## src/rtl/rtc_pkg.sv

```systemverilog
// Shared constants, scan address table and sequencer state encoding for the
// RTC scan controller.
package rtc_pkg;

  localparam int unsigned SCAN_LEN = 11;
  localparam int unsigned IDX_W    = 4;

  localparam logic [7:0] TIME_BASE  = 8'h21;
  localparam logic [7:0] TIMER_BASE = 8'h41;
  localparam logic [7:0] LATCH_CMD  = 8'hF0;

  // Entry 0 sits in the low byte: 0x21..0x28 then 0x41..0x43.
  localparam logic [SCAN_LEN-1:0][7:0] SCAN_TABLE = {
    TIMER_BASE + 8'h02, TIMER_BASE + 8'h01, TIMER_BASE,
    TIME_BASE + 8'h07, TIME_BASE + 8'h06, TIME_BASE + 8'h05, TIME_BASE + 8'h04,
    TIME_BASE + 8'h03, TIME_BASE + 8'h02, TIME_BASE + 8'h01, TIME_BASE
  };

  typedef enum logic [3:0] {
    StIdle,
    StLatch,
    StLatchWait,
    StRd,
    StRdWait,
    StPush,
    StNext,
    StWr,
    StWrWait
  } rtc_state_e;

  function automatic logic [7:0] scan_addr(input logic [IDX_W-1:0] idx);
    return (idx < IDX_W'(SCAN_LEN)) ? SCAN_TABLE[idx] : 8'h00;
  endfunction

endpackage

```

## src/rtl/rtc_timer_cnt.sv

```systemverilog
// Loadable up-counter that saturates at a terminal count and flags it.
module rtc_timer_cnt #(
  parameter int unsigned      Width    = 8,
  parameter logic [Width-1:0] Terminal = '1,
  parameter logic [Width-1:0] ResetVal = '0
) (
  input  logic             clk,
  input  logic             reset,
  input  logic             load_i,
  input  logic [Width-1:0] load_val_i,
  input  logic             en_i,
  output logic             tc_o
);

  logic [Width-1:0] cnt_q, cnt_d;

  assign tc_o = (cnt_q == Terminal);

  always_comb begin
    cnt_d = cnt_q;
    if (load_i) begin
      cnt_d = load_val_i;
    end else if (en_i && !tc_o) begin
      cnt_d = cnt_q + Width'(1);
    end
  end

  always_ff @(posedge clk) begin
    if (reset) begin
      cnt_q <= ResetVal;
    end else begin
      cnt_q <= cnt_d;
    end
  end

endmodule

```

## src/rtl/rtc_scan_controller.sv

```systemverilog
// Periodic RTC register scanner with user-write arbitration onto the shared
// RTC bus; read results are presented to the display register bank.
module rtc_scan_controller
  import rtc_pkg::*;
#(
  parameter int unsigned REFRESH_CYCLES = 100000,
  parameter int unsigned TIMEOUT_CYCLES = 1024,
  parameter logic [7:0]  LATCH_ADDR     = LATCH_CMD
) (
  input  logic       clk,
  input  logic       reset,
  input  logic       wr_req,
  input  logic [7:0] wr_addr,
  input  logic [7:0] wr_data,
  output logic       wr_ack,
  output logic       bus_start,
  output logic       bus_rw,
  output logic [7:0] bus_addr,
  output logic [7:0] bus_wdata,
  input  logic       bus_done,
  input  logic [7:0] bus_rdata,
  output logic [7:0] address,
  output logic [7:0] data_vga,
  output logic       AoD,
  output logic       scan_busy,
  output logic       frame_done,
  output logic       bus_err
);

  localparam int unsigned RefW = $clog2(REFRESH_CYCLES + 1);
  localparam int unsigned ToW  = $clog2(TIMEOUT_CYCLES + 1);

  rtc_state_e       state_q, state_d;
  logic [IDX_W-1:0] idx_q, idx_d;
  logic [7:0]       rdata_q, rdata_d;
  logic             scan_q, scan_d;
  logic             err_q, err_d;
  logic             ack_q, ack_d;

  logic             ref_load, ref_en, ref_tc;
  logic             to_load, to_en, to_tc;
  logic             last_idx;
  logic             wr_pending;
  logic [7:0]       cur_addr;

  assign cur_addr   = scan_addr(idx_q);
  assign last_idx   = (idx_q == IDX_W'(SCAN_LEN - 1));
  // wr_req is still high during the wr_ack cycle; that request is already served.
  assign wr_pending = wr_req && !ack_q;
  assign ref_en     = (state_q == StIdle);

  assign wr_ack    = ack_q;
  assign scan_busy = scan_q;
  assign bus_err   = err_q;

  // Preloaded to terminal so the first scan begins right out of reset.
  rtc_timer_cnt #(
    .Width   (RefW),
    .Terminal(RefW'(REFRESH_CYCLES - 1)),
    .ResetVal(RefW'(REFRESH_CYCLES - 1))
  ) u_refresh_cnt (
    .clk       (clk),
    .reset     (reset),
    .load_i    (ref_load),
    .load_val_i('0),
    .en_i      (ref_en),
    .tc_o      (ref_tc)
  );

  rtc_timer_cnt #(
    .Width   (ToW),
    .Terminal(ToW'(TIMEOUT_CYCLES - 1)),
    .ResetVal('0)
  ) u_timeout_cnt (
    .clk       (clk),
    .reset     (reset),
    .load_i    (to_load),
    .load_val_i('0),
    .en_i      (to_en),
    .tc_o      (to_tc)
  );

  always_comb begin
    state_d    = state_q;
    idx_d      = idx_q;
    rdata_d    = rdata_q;
    scan_d     = scan_q;
    err_d      = err_q;
    ack_d      = 1'b0;
    ref_load   = 1'b0;
    to_load    = 1'b0;
    to_en      = 1'b0;
    bus_start  = 1'b0;
    bus_rw     = 1'b1;
    bus_addr   = 8'h00;
    bus_wdata  = 8'h00;
    address    = 8'h00;
    data_vga   = 8'h00;
    AoD        = 1'b1;
    frame_done = 1'b0;

    unique case (state_q)
      StIdle: begin
        if (wr_pending) begin
          state_d = StWr;
        end else if (ref_tc) begin
          state_d  = StLatch;
          ref_load = 1'b1;
          err_d    = 1'b0;
          scan_d   = 1'b1;
        end
      end
      StLatch, StLatchWait: begin
        bus_rw    = 1'b0;
        bus_addr  = LATCH_ADDR;
        bus_wdata = LATCH_ADDR;
        if (state_q == StLatch) begin
          bus_start = 1'b1;
          to_load   = 1'b1;
          state_d   = StLatchWait;
        end else begin
          to_en = 1'b1;
          if (bus_done) begin
            state_d = StRd;
          end else if (to_tc) begin
            err_d   = 1'b1;
            state_d = StRd;
          end
        end
      end
      StRd: begin
        bus_start = 1'b1;
        bus_addr  = cur_addr;
        to_load   = 1'b1;
        state_d   = StRdWait;
      end
      StRdWait: begin
        bus_addr = cur_addr;
        to_en    = 1'b1;
        if (bus_done) begin
          rdata_d = bus_rdata;
          state_d = StPush;
        end else if (to_tc) begin
          err_d   = 1'b1;
          state_d = StNext;
        end
      end
      StPush: begin
        address  = cur_addr;
        data_vga = rdata_q;
        AoD      = 1'b0;
        if (last_idx) scan_d = 1'b0;
        state_d = StNext;
      end
      StNext: begin
        if (last_idx) begin
          frame_done = 1'b1;
          idx_d      = '0;
          scan_d     = 1'b0;
          state_d    = StIdle;
        end else begin
          idx_d   = idx_q + IDX_W'(1);
          state_d = wr_pending ? StWr : StRd;
        end
      end
      StWr, StWrWait: begin
        bus_rw    = 1'b0;
        bus_addr  = wr_addr;
        bus_wdata = wr_data;
        if (state_q == StWr) begin
          bus_start = 1'b1;
          to_load   = 1'b1;
          state_d   = StWrWait;
        end else begin
          to_en = 1'b1;
          if (bus_done || to_tc) begin
            // A timed-out write still acks so the requester is released.
            ack_d   = 1'b1;
            err_d   = err_q | !bus_done;
            state_d = scan_q ? StRd : StIdle;
          end
        end
      end
      default: state_d = StIdle;
    endcase
  end

  always_ff @(posedge clk) begin
    if (reset) begin
      state_q <= StIdle;
      idx_q   <= '0;
      rdata_q <= 8'h00;
      scan_q  <= 1'b0;
      err_q   <= 1'b0;
      ack_q   <= 1'b0;
    end else begin
      state_q <= state_d;
      idx_q   <= idx_d;
      rdata_q <= rdata_d;
      scan_q  <= scan_d;
      err_q   <= err_d;
      ack_q   <= ack_d;
    end
  end

endmodule

```

## config.mk

```make
export PLATFORM = sky130hd
export DESIGN_NAME = rtc_scan_controller
export DESIGN_NICKNAME = d
export VERILOG_FILES = /design/src/rtl/rtc_pkg.sv /design/src/rtl/rtc_timer_cnt.sv /design/src/rtl/rtc_scan_controller.sv
export SDC_FILE = /design/constraint.sdc
export NUM_CORES = 1
export LEC_CHECK = 0
export ABC_AREA = 1
export BUFFER_PORTS_ARGS = -buffer_cell sky130_fd_sc_hd__clkbuf_2
export CAP_MARGIN = 5
export CELL_PAD_IN_SITES_DETAIL_PLACEMENT = 0
export CELL_PAD_IN_SITES_GLOBAL_PLACEMENT = 1
export CORE_MARGIN = 3
export CORE_UTILIZATION = 34
export CTS_CLUSTER_DIAMETER = 30
export DETAILED_ROUTE_END_ITERATION = 6
export MAX_ROUTING_LAYER = met4
export PLACE_DENSITY = 0.76
export SYNTH_ARGS = -nofsm -noshare
export SYNTH_HDL_FRONTEND = slang
export SYNTH_SLANG_ARGS = --single-unit
```

## constraint.sdc

```tcl
create_clock -name clk -period 1.7 [get_ports clk]
set_input_delay 0.255 -clock clk [delete_from_list [all_inputs] [get_ports clk]]
set_output_delay 0.255 -clock clk [all_outputs]
set_load 0.005 [all_outputs]
```

==> results of run 1 <==
==> layout make-up <==
| type | count | area (um^2) |
|---|---|---|
| sequential | 53 | 1080 |
| timing repair buffer | 108 | 713 |
| clock inverter | 3 | 26.3 |
| multi-input combinational | 353 | 1940 |
| fill | 930 | 4560 |
| inverter | 61 | 239 |
| clock buffer | 5 | 68.8 |
| tap | 108 | 135 |
==> tightest hold or removal path: cells and delay by family <==
family	cells	cell delay, ns
buf+inv	1	0.07
compound gates	2	0.17
==> kinds of logic after synthesis <==
group / after synthesis / synth area share (%)
DFF: 53 / 34.5
buffers and inverters: 74 / 9.85
AOI/OAI and AO/OA: 60 / 10.9
xor gates and xnor gates: 12 / 3.42
other: 1 / 0.122
and+or+nand+nor: 271 / 37.9
adders and majority gates: 8 / 3.26
==> layer usage <==
layer	vias to the layer above	global-route usage (%)	wire length (um)
met2	42	29.2	4340
met1	1516	19.1	3560
li1	1714	-	-
met5	-	-	0
met4	0	5.01	122
met3	10	2.35	235
==> through the flow <==
stage                     setup TNS, ns  hold slack (ns)  area, um^2  setup WS (ns)
after floorplan                       0            0.420        3110         0.0120
after global routing              -4.22            0.208        4200         -0.198
after CTS                         -1.04            0.193        4060         -0.128
after global placement                0            0.434        3720        0.00711
after detailed placement        -0.0864            0.443        3720        -0.0440
final                            -0.683            0.202        4200        -0.0835
==> power breakdown <==
group	total (W)	switching, W	internal (W)
Combinational	0.00307	0.00177	0.00130
Clock	0.000767	0.000466	0.000301
Sequential	0.00172	0.000229	0.00149
Total	0.00556	0.00246	0.00310
==> layout by cell type, fill, tap and decap left out, drive strengths merged, types with 2 or more instances in the layout <==
cell	count
a211oi	2
a21oi	27
buf	58
clkbuf	55
clkinvlp	2
conb	2
dfxtp	53
ha	8
inv	61
nand2	128
nand3	44
nand4	5
nor2	81
nor3	6
o211ai	7
o21ai	23
or2	3
xnor2	6
xor2	6
==> path summary, 6_finish.rpt <==
path                            from                       to  slack [ns]  cells after the start
max          state_q[1]$_SDFFE_PP0P_              bus_addr[6]       -0.08                      7
min reg2reg  rdata_q[7]$_SDFFE_PP0N_  rdata_q[7]$_SDFFE_PP0N_        0.46                      2
max reg2reg  state_q[2]$_SDFFE_PP0P_                 register       -0.08                      9
min                     bus_rdata[0]  rdata_q[0]$_SDFFE_PP0N_        0.20                      3
==> repair_timing <==
item,CTS,global route
setup buffers,12,4
gates resized for setup,60,50
pin swaps,21,13
endpoints found under the setup margin,36,60
==> summary.md, run 1 <==
| Metric | Value |
|---|---|
| CP arrival | 1.53 ns |
| Hold crit path type | in -> reg |
| Cell Pwr Density | 1320 nW/um^2 |
| P_leak | 1.89 nW |
| Max rail drop VDD | 0.607 mV |
| Max-cap violations | 0 |
| Bufs and invs on worst path | 3 |
| Largest cells by area after synthesis | dfxtp_1 35%, nand2_1 15%, nor2_1 9.3% |
| Slack of the critical path | -0.0835 ns |
| Ys flop type | dfxtp_1 |
| Synth warn | 0 |
| RSZ-0062 raised after global routing | true |
| Synth cell count leaders | 125 x nand2_1, 76 x nor2_1, 56 x inv_1, 53 x dfxtp_1, 42 x nand3_1 |
| Max stage delay on crit path | 0.35 ns |
| CP endpoint kind | output pin |
| First-pass GRT wire length | 13.5 mm |
| CTS tree | yes |
| Core ar. | 8760 um^2 |
| GRT Util Overall | 16.5% |
| CTS Buf Count | 5 |
| Initial antenna violation count | 0 |
| Most frequent cell after synthesis | nand2_1 |
| Register area share after synthesis | 34.5% |
| Synth Area per Inst | 6.42 um^2 |
| Num ports | 67 |
| Critical path cell sequence | buf_6, nor2_4, nand2_4, o21ai_2, inv_2, o211ai_1, buf_2 |
| Via-per-instance ratio | 4.75 |
| Grt ovf | 0 |
| Die Width | 101 um |
| P&R area growth vs syn | 36.7% |
| Bufs on Longest Clock Path | 2 |
| GP Congestion | 0.890 |
| Dpl cells | 668 |
| Fraction of registers with async set or reset after synthesis | 0% |
| Max Slew Vio Count | 0 |
| Critical Path RT | 1.44 ns |
| DR pass1 iterations | 4 |
| Core Util, Final | 47.9% |
| Clock tree sinks | 53 |
| Routed len/inst | 11.9 um |
| Total Die Area | 10200 um^2 |
| Vias in the first global route | 3113 |
| Setup CP Type | reg -> out |
| Clock H-tree levels | 2 |
| Cts hold-fix bufs | 0 |
| Worst Setup Start Kind | register |
| Top delay family on crit path | flip-flops |
| Remaining antenna violation count | 0 |
| Mapped Area | 3070 um^2 |
| Number of port buffers | 64 |
| Max Fclk | 0.561 GHz |
| Synth unique cells | 38 |
| Status | finished with violations |
| Final Setup Violations | 28 |
| Starting density of the core | 35.1% |
| Final Hold Vio Count | 0 |
| Min Clock Period, post-route | 1.78 ns |
| Layout Cells excl Fill | 691 |
| Post-synth EDFFs | 0 |
| Post-Syn Instances | 479 |
| Routed via count | 3282 |
| CP max stage cell | dfxtp_2 |
| Final net count | 618 |
| DIE HEIGHT | 101 um |
| Synthesis-stage register bit count | 53 |
| Area leader, netlist | dfxtp_1 |
| Residual DRC count | 0 |
| FP Rows | 34 |
| Clk Latency, worst-skew pair | 0.32 ns |
| Max FO, Critical Path | 6 |
| Clock Skews | 0.0159 ns |
| Yosys top cell area share | 34.5% |
| Starting DRT DRC Count | 109 |
| Final period util | 105% |
| Share of cells above drive strength 1 | 33.4% |
| Clock slew at reported path FFs | 0.11 ns |
| CTS root buffer | clkbuf_8 |
| Pin count of the biggest net entering global routing | 19 |
| Ant. Diodes | 0 |
| Dpl hpwl | 6.11 mm |
| Total Wirelength | 8.25 mm |
| Power Total | 0.00556 W |
| Failing checks | negative setup slack |
Power figures use the tool's default switching activity.
==> run 2: changes to the inputs <==
SKIP_LAST_GASP = 1   (was unset)
==> run 2 against run 1 <==
Net effect: the run still ends with negative setup slack left; maximum frequency decreased by 0.14%; power increased by 0.92%; combinational power increased by 2%; worst setup slack got worse by 0.0024 ns; sequential cell count unchanged.
==> summary.md, run 2 (same netlist as run 1, synthesis figures left out) <==
| Metric | Value |
|---|---|
| Status | finished with violations |
| Failing checks | negative setup slack |
| Total Wirelength | 8.25 mm |
| Critical path cell sequence | buf_6, ha_4, nor2_4, nor2_2, inv_2, nand2_2, o211ai_1, buf_2 |
| FP Rows | 34 |
| Setup CP Type | reg -> out |
| Final Hold Vio Count | 0 |
| Hold crit path type | in -> reg |
| Max rail drop VDD | 0.623 mV |
| Starting DRT DRC Count | 125 |
| CTS Buf Count | 5 |
| Min Clock Period, post-route | 1.79 ns |
| Final Setup Violations | 33 |
| Dpl hpwl | 6.11 mm |
| GP Congestion | 0.890 |
| Share of cells above drive strength 1 | 33.5% |
| Clock Skews | 0.0142 ns |
| Die Width | 101 um |
| P&R area growth vs syn | 38.4% |
| Routed via count | 3332 |
| Starting density of the core | 35.1% |
| Core ar. | 8760 um^2 |
| Routed len/inst | 11.9 um |
| Vias in the first global route | 3087 |
| RSZ-0062 raised after global routing | true |
| Remaining antenna violation count | 0 |
| CP arrival | 1.53 ns |
| Max stage delay on crit path | 0.34 ns |
| Most frequent cells in the layout | 114 x nand2_1, 58 x nor2_1, 53 x clkbuf_2, 49 x inv_1, 46 x dfxtp_1 |
| CP max stage cell | dfxtp_2 |
| Clock H-tree levels | 2 |
| Final net count | 623 |
| GRT Util Overall | 16.5% |
| Num ports | 67 |
| Commonest non-fill, non-tap cell in the layout | nand2_1 |
| DIE HEIGHT | 101 um |
| Max FO, Critical Path | 6 |
| P_leak | 1.91 nW |
| Max-cap violations | 0 |
| Grt ovf | 0 |
| CTS tree | yes |
| Number of port buffers | 64 |
| Residual DRC count | 0 |
| Worst Setup Start Kind | register |
| Cell Pwr Density | 1320 nW/um^2 |
| CTS root buffer | clkbuf_8 |
| CP endpoint kind | output pin |
| Initial antenna violation count | 0 |
| Slack of the critical path | -0.0859 ns |
| Via-per-instance ratio | 4.79 |
| First-pass GRT wire length | 13.5 mm |
| Total Die Area | 10200 um^2 |
| Area after DPL | 3720 um^2 |
| Final period util | 105% |
| Fin area | 4250 um^2 |
| Clk Latency, worst-skew pair | 0.32 ns |
| Clock slew at reported path FFs | 0.11 ns |
| Core Util, Final | 48.5% |
| Pre-CTS setup slack | -0.0440 ns |
| DR pass1 iterations | 4 |
| Bufs on Longest Clock Path | 2 |
| Ant. Diodes | 0 |
| Critical Path RT | 1.44 ns |
| Max Slew Vio Count | 0 |
| Clock tree sinks | 53 |
| Max Fclk | 0.560 GHz |
| Pin count of the biggest net entering global routing | 19 |
| Hold Slack | 0.202 ns |
## run 2: where the power goes
group	internal (W)	switching, W	total, W
Sequential	0.00149	0.000229	0.00172
Clock	0.000301	0.000466	0.000767
Combinational	0.00134	0.00178	0.00312
## run 2: cell type report
type	instances	area [um^2]
Fill cell	919	4510
Multi-Input combinational cell	353	1960
Sequential cell	53	1080
Timing Repair Buffer	113	751
Inverter	61	236
Tap cell	108	135
Clock buffer	5	68.8
Clock inverter	3	26.3
## run 2: worst paths after layout
path	start	end	slack, ns	cells past startpoint
setup / recovery	idx_q[1]$_SDFFE_PP0P_	bus_addr[5]	-0.09	8
setup reg to reg	state_q[2]$_SDFFE_PP0P_	register	-0.07	9
hold reg to reg	rdata_q[0]$_SDFFE_PP0N_	rdata_q[0]$_SDFFE_PP0N_	0.46	2
hold / removal	bus_rdata[0]	rdata_q[0]$_SDFFE_PP0N_	0.20	3
## run 2: critical path, delay by kind of cell, from the launching register on
family / cells / cell delay (ns)
simple gates: 3 / 0.19
compound gates: 1 / 0.17
fa+ha+maj: 1 / 0.16
buf+inv: 3 / 0.36
flops: 1 / 0.34
## run 2: through the flow
stage,std cells,setup TNS [ns],power (W)
3_5_place_dp,668,-0.0864,0.00431
2_1_floorplan,480,0,0.00343
4_1_cts,688,-1.48,0.00539
5_1_grt,696,-4.25,0.00610
3_3_place_gp,668,0,0.00427
6_report,696,-0.915,0.00561
## run 2: timing repair
item / 4_1_cts / 5_1_grt
hold buffers: 0 / 0
endpoints found under the setup margin: 36 / 63
cloned: 0 / 0
buffers inserted: 12 / 9
pin swaps: 20 / 18
gates resized for setup: 57 / 50
## run 2: layer usage
layer	part of all wire, %	GRT usage [%]
met1	43	19.2
met3	2.7	2.35
met4	1.8	4.81
met2	52	29.2
met5	0	-
==> run 3: changes to the inputs <==
SETUP_SLACK_MARGIN = 0.02   (was unset)
==> run 3 against run 2 <==
Net effect: global-route usage up 0.84 points; die area unchanged; register-to-register slack worse by 0.05 ns; the flow still finishes with violations (negative setup slack); critical path depth unchanged; non-clock buffer count is 14 higher; largest power group unchanged.
==> summary.md, run 3 (same netlist as run 1, synthesis figures left out) <==
| Metric | Value |
|---|---|
| DR pass1 iterations | 5 |
| Fin area | 4650 um^2 |
| Critical Path RT | 1.44 ns |
| Starting DRT DRC Count | 144 |
| GRT Util Overall | 17.3% |
| Worst r2r path cells | 11 |
| First-pass GRT wire length | 14.1 mm |
| Routed via count | 3411 |
| Total Die Area | 10200 um^2 |
| Min Clock Period, post-route | 1.82 ns |
| Failing checks | negative setup slack |
| Clock slew at reported path FFs | 0.12 ns |
| Final Hold Vio Count | 0 |
| Vias in the first global route | 3118 |
| Clock Skews | 0.0136 ns |
| CTS tree | yes |
| Core ar. | 8760 um^2 |
| Final net count | 638 |
| Hold crit path type | in -> reg |
| GP Congestion | 0.907 |
| Core Util, Final | 53.1% |
| CP endpoint kind | output pin |
| Bufs and invs on worst path | 3 |
| Clock H-tree levels | 2 |
| Worst Setup Start Kind | register |
| Max rail drop VDD | 0.540 mV |
| R2R Setup Slk | -0.12 ns |
| Die Width | 101 um |
| Layout Cells excl Fill | 711 |
| Area after DPL | 3780 um^2 |
| Min-delay src | bus_rdata[7] |
| Critical path cell sequence | buf_6, ha_4, nor2_4, nor2_2, inv_2, nand2_1, o21ai_1, buf_2 |
| Power Total | 0.00658 W |
| DIE HEIGHT | 101 um |
| Ant. Diodes | 0 |
| Pre-CTS setup slack | -0.0754 ns |
| Max Slew Vio Count | 0 |
| Grt ovf | 0 |
| Dpl cells | 674 |
| Max Fclk | 0.550 GHz |
| Dpl hpwl | 6.21 mm |
| FP Rows | 34 |
| WHS Endpoint | rdata_q[7]$_SDFFE_PP0N_ |
| CTS Buf Count | 5 |
| Reg-to-reg endpoint | u_refresh_cnt.cnt_q[4]$_SDFFE_PP1P_ |
| R2R Path Start | state_q[0]$_SDFFE_PP0P_ |
| Final period util | 107% |
| Residual DRC count | 0 |
| Bufs on Longest Clock Path | 2 |
| Number of port buffers | 64 |
| Hold path cells | 3 |
| Via-per-instance ratio | 4.80 |
| Num ports | 67 |
| Pin count of the biggest net entering global routing | 20 |
| P_leak | 2.07 nW |
| Cell Pwr Density | 1410 nW/um^2 |
| Max-cap violations | 0 |
| P&R area growth vs syn | 51.5% |
| Top delay family on crit path | buffers and inverters |
| RSZ-0062 raised after global routing | true |
| Max FO, Critical Path | 6 |
| Slack of the critical path | -0.119 ns |
| Commonest non-fill, non-tap cell in the layout | nand2_1 |
| Final Setup Violations | 48 |
| Initial antenna violation count | 0 |
| Share of cells above drive strength 1 | 40.3% |
| Clock tree sinks | 53 |
| Total Wirelength | 9.09 mm |
| CP arrival | 1.56 ns |
| Most frequent cells in the layout | 105 x nand2_1, 46 x nor2_1, 45 x inv_1, 45 x clkbuf_2, 44 x dfxtp_1 |
| Max stage delay on crit path | 0.34 ns |
| Starting density of the core | 35.1% |
| Status | finished with violations |
| CP max stage cell | dfxtp_2 |
| Clk Latency, worst-skew pair | 0.32 ns |
| Routed len/inst | 12.8 um |
| CP Launch Point | idx_q[1]$_SDFFE_PP0P_ |
| CTS root buffer | clkbuf_8 |
| Setup CP Type | reg -> out |
| Remaining antenna violation count | 0 |
[run 3: changes by cell type in the layout (fill, tap and decap cells not counted), moves of 5 or more]
cell | previous run | this run
buf_2 | 11 | 19
nand2_2 | 6 | 13
clkbuf_2 | 53 | 45
nand2_1 | 114 | 105
nor2_1 | 58 | 46
buf_4 | 37 | 42
nor2_4 | 13 | 23
[run 3: routing by layer]
layer	GRT usage, %	share of wire [%]	vias up	routed length (um)
li1	-	-	1758	-
met3	2.77	3.8	14	348
met4	4.81	2.3	0	206
met2	29.8	51	66	4660
met1	20.8	43	1573	3880
met5	-	0	-	0
[run 3: timing repair]
item | 4_1_cts | 5_1_grt
hold buffers | 0 | 0
pin swaps | 12 | 40
setup buffers | 9 | 16
gates cloned | 2 | 2
hold endpoints to repair | 0 | 0
resized for setup | 54 | 127
setup endpoints to repair | 36 | 67
[run 3: through the flow]
stage / hold slack (ns) / setup TNS [ns]
2_1_floorplan: 0.420 / 0
3_3_place_gp: 0.431 / 0
3_5_place_dp: 0.434 / -0.217
4_1_cts: 0.199 / -1.91
5_1_grt: 0.223 / -7.58
6_report: 0.202 / -2.98
[run 3: where the power goes]
part,total [W],switching (W),internal [W]
Clock,0.000798,0.000485,0.000313
Combinational,0.00408,0.00219,0.00189
Sequential,0.00171,0.000216,0.00149
Total,0.00658,0.00289,0.00369
[run 3: cell type report]
cell class / count / area (um^2)
clock buffer: 5 / 68.8
timing repair buffer: 127 / 936
tap: 108 / 135
clock inverter: 3 / 28.8
fill: 860 / 4110
inverter: 61 / 255
timing repair inverter: 1 / 8.76
multi-input combinational: 353 / 2150
sequential: 53 / 1070
[run 3: worst max path at each step]
stage	slack, ns	cells after the start	end
floorplan	0.03	11	register
global placement	0.003	11	register
detailed placement	-0.08	11	register
CTS	-0.13	7	bus_addr[5]
global route	-0.19	7	bus_addr[5]
finish	-0.12	8	bus_addr[3]
[run 3: worst register-to-register path: cells and delay by family (launching register included)]
kind	cells	cell delay, ns
AOI/OAI and AO/OA	1	0.08
buffers and inverters	6	0.77
DFF	1	0.39
and+or+nand+nor	4	0.46
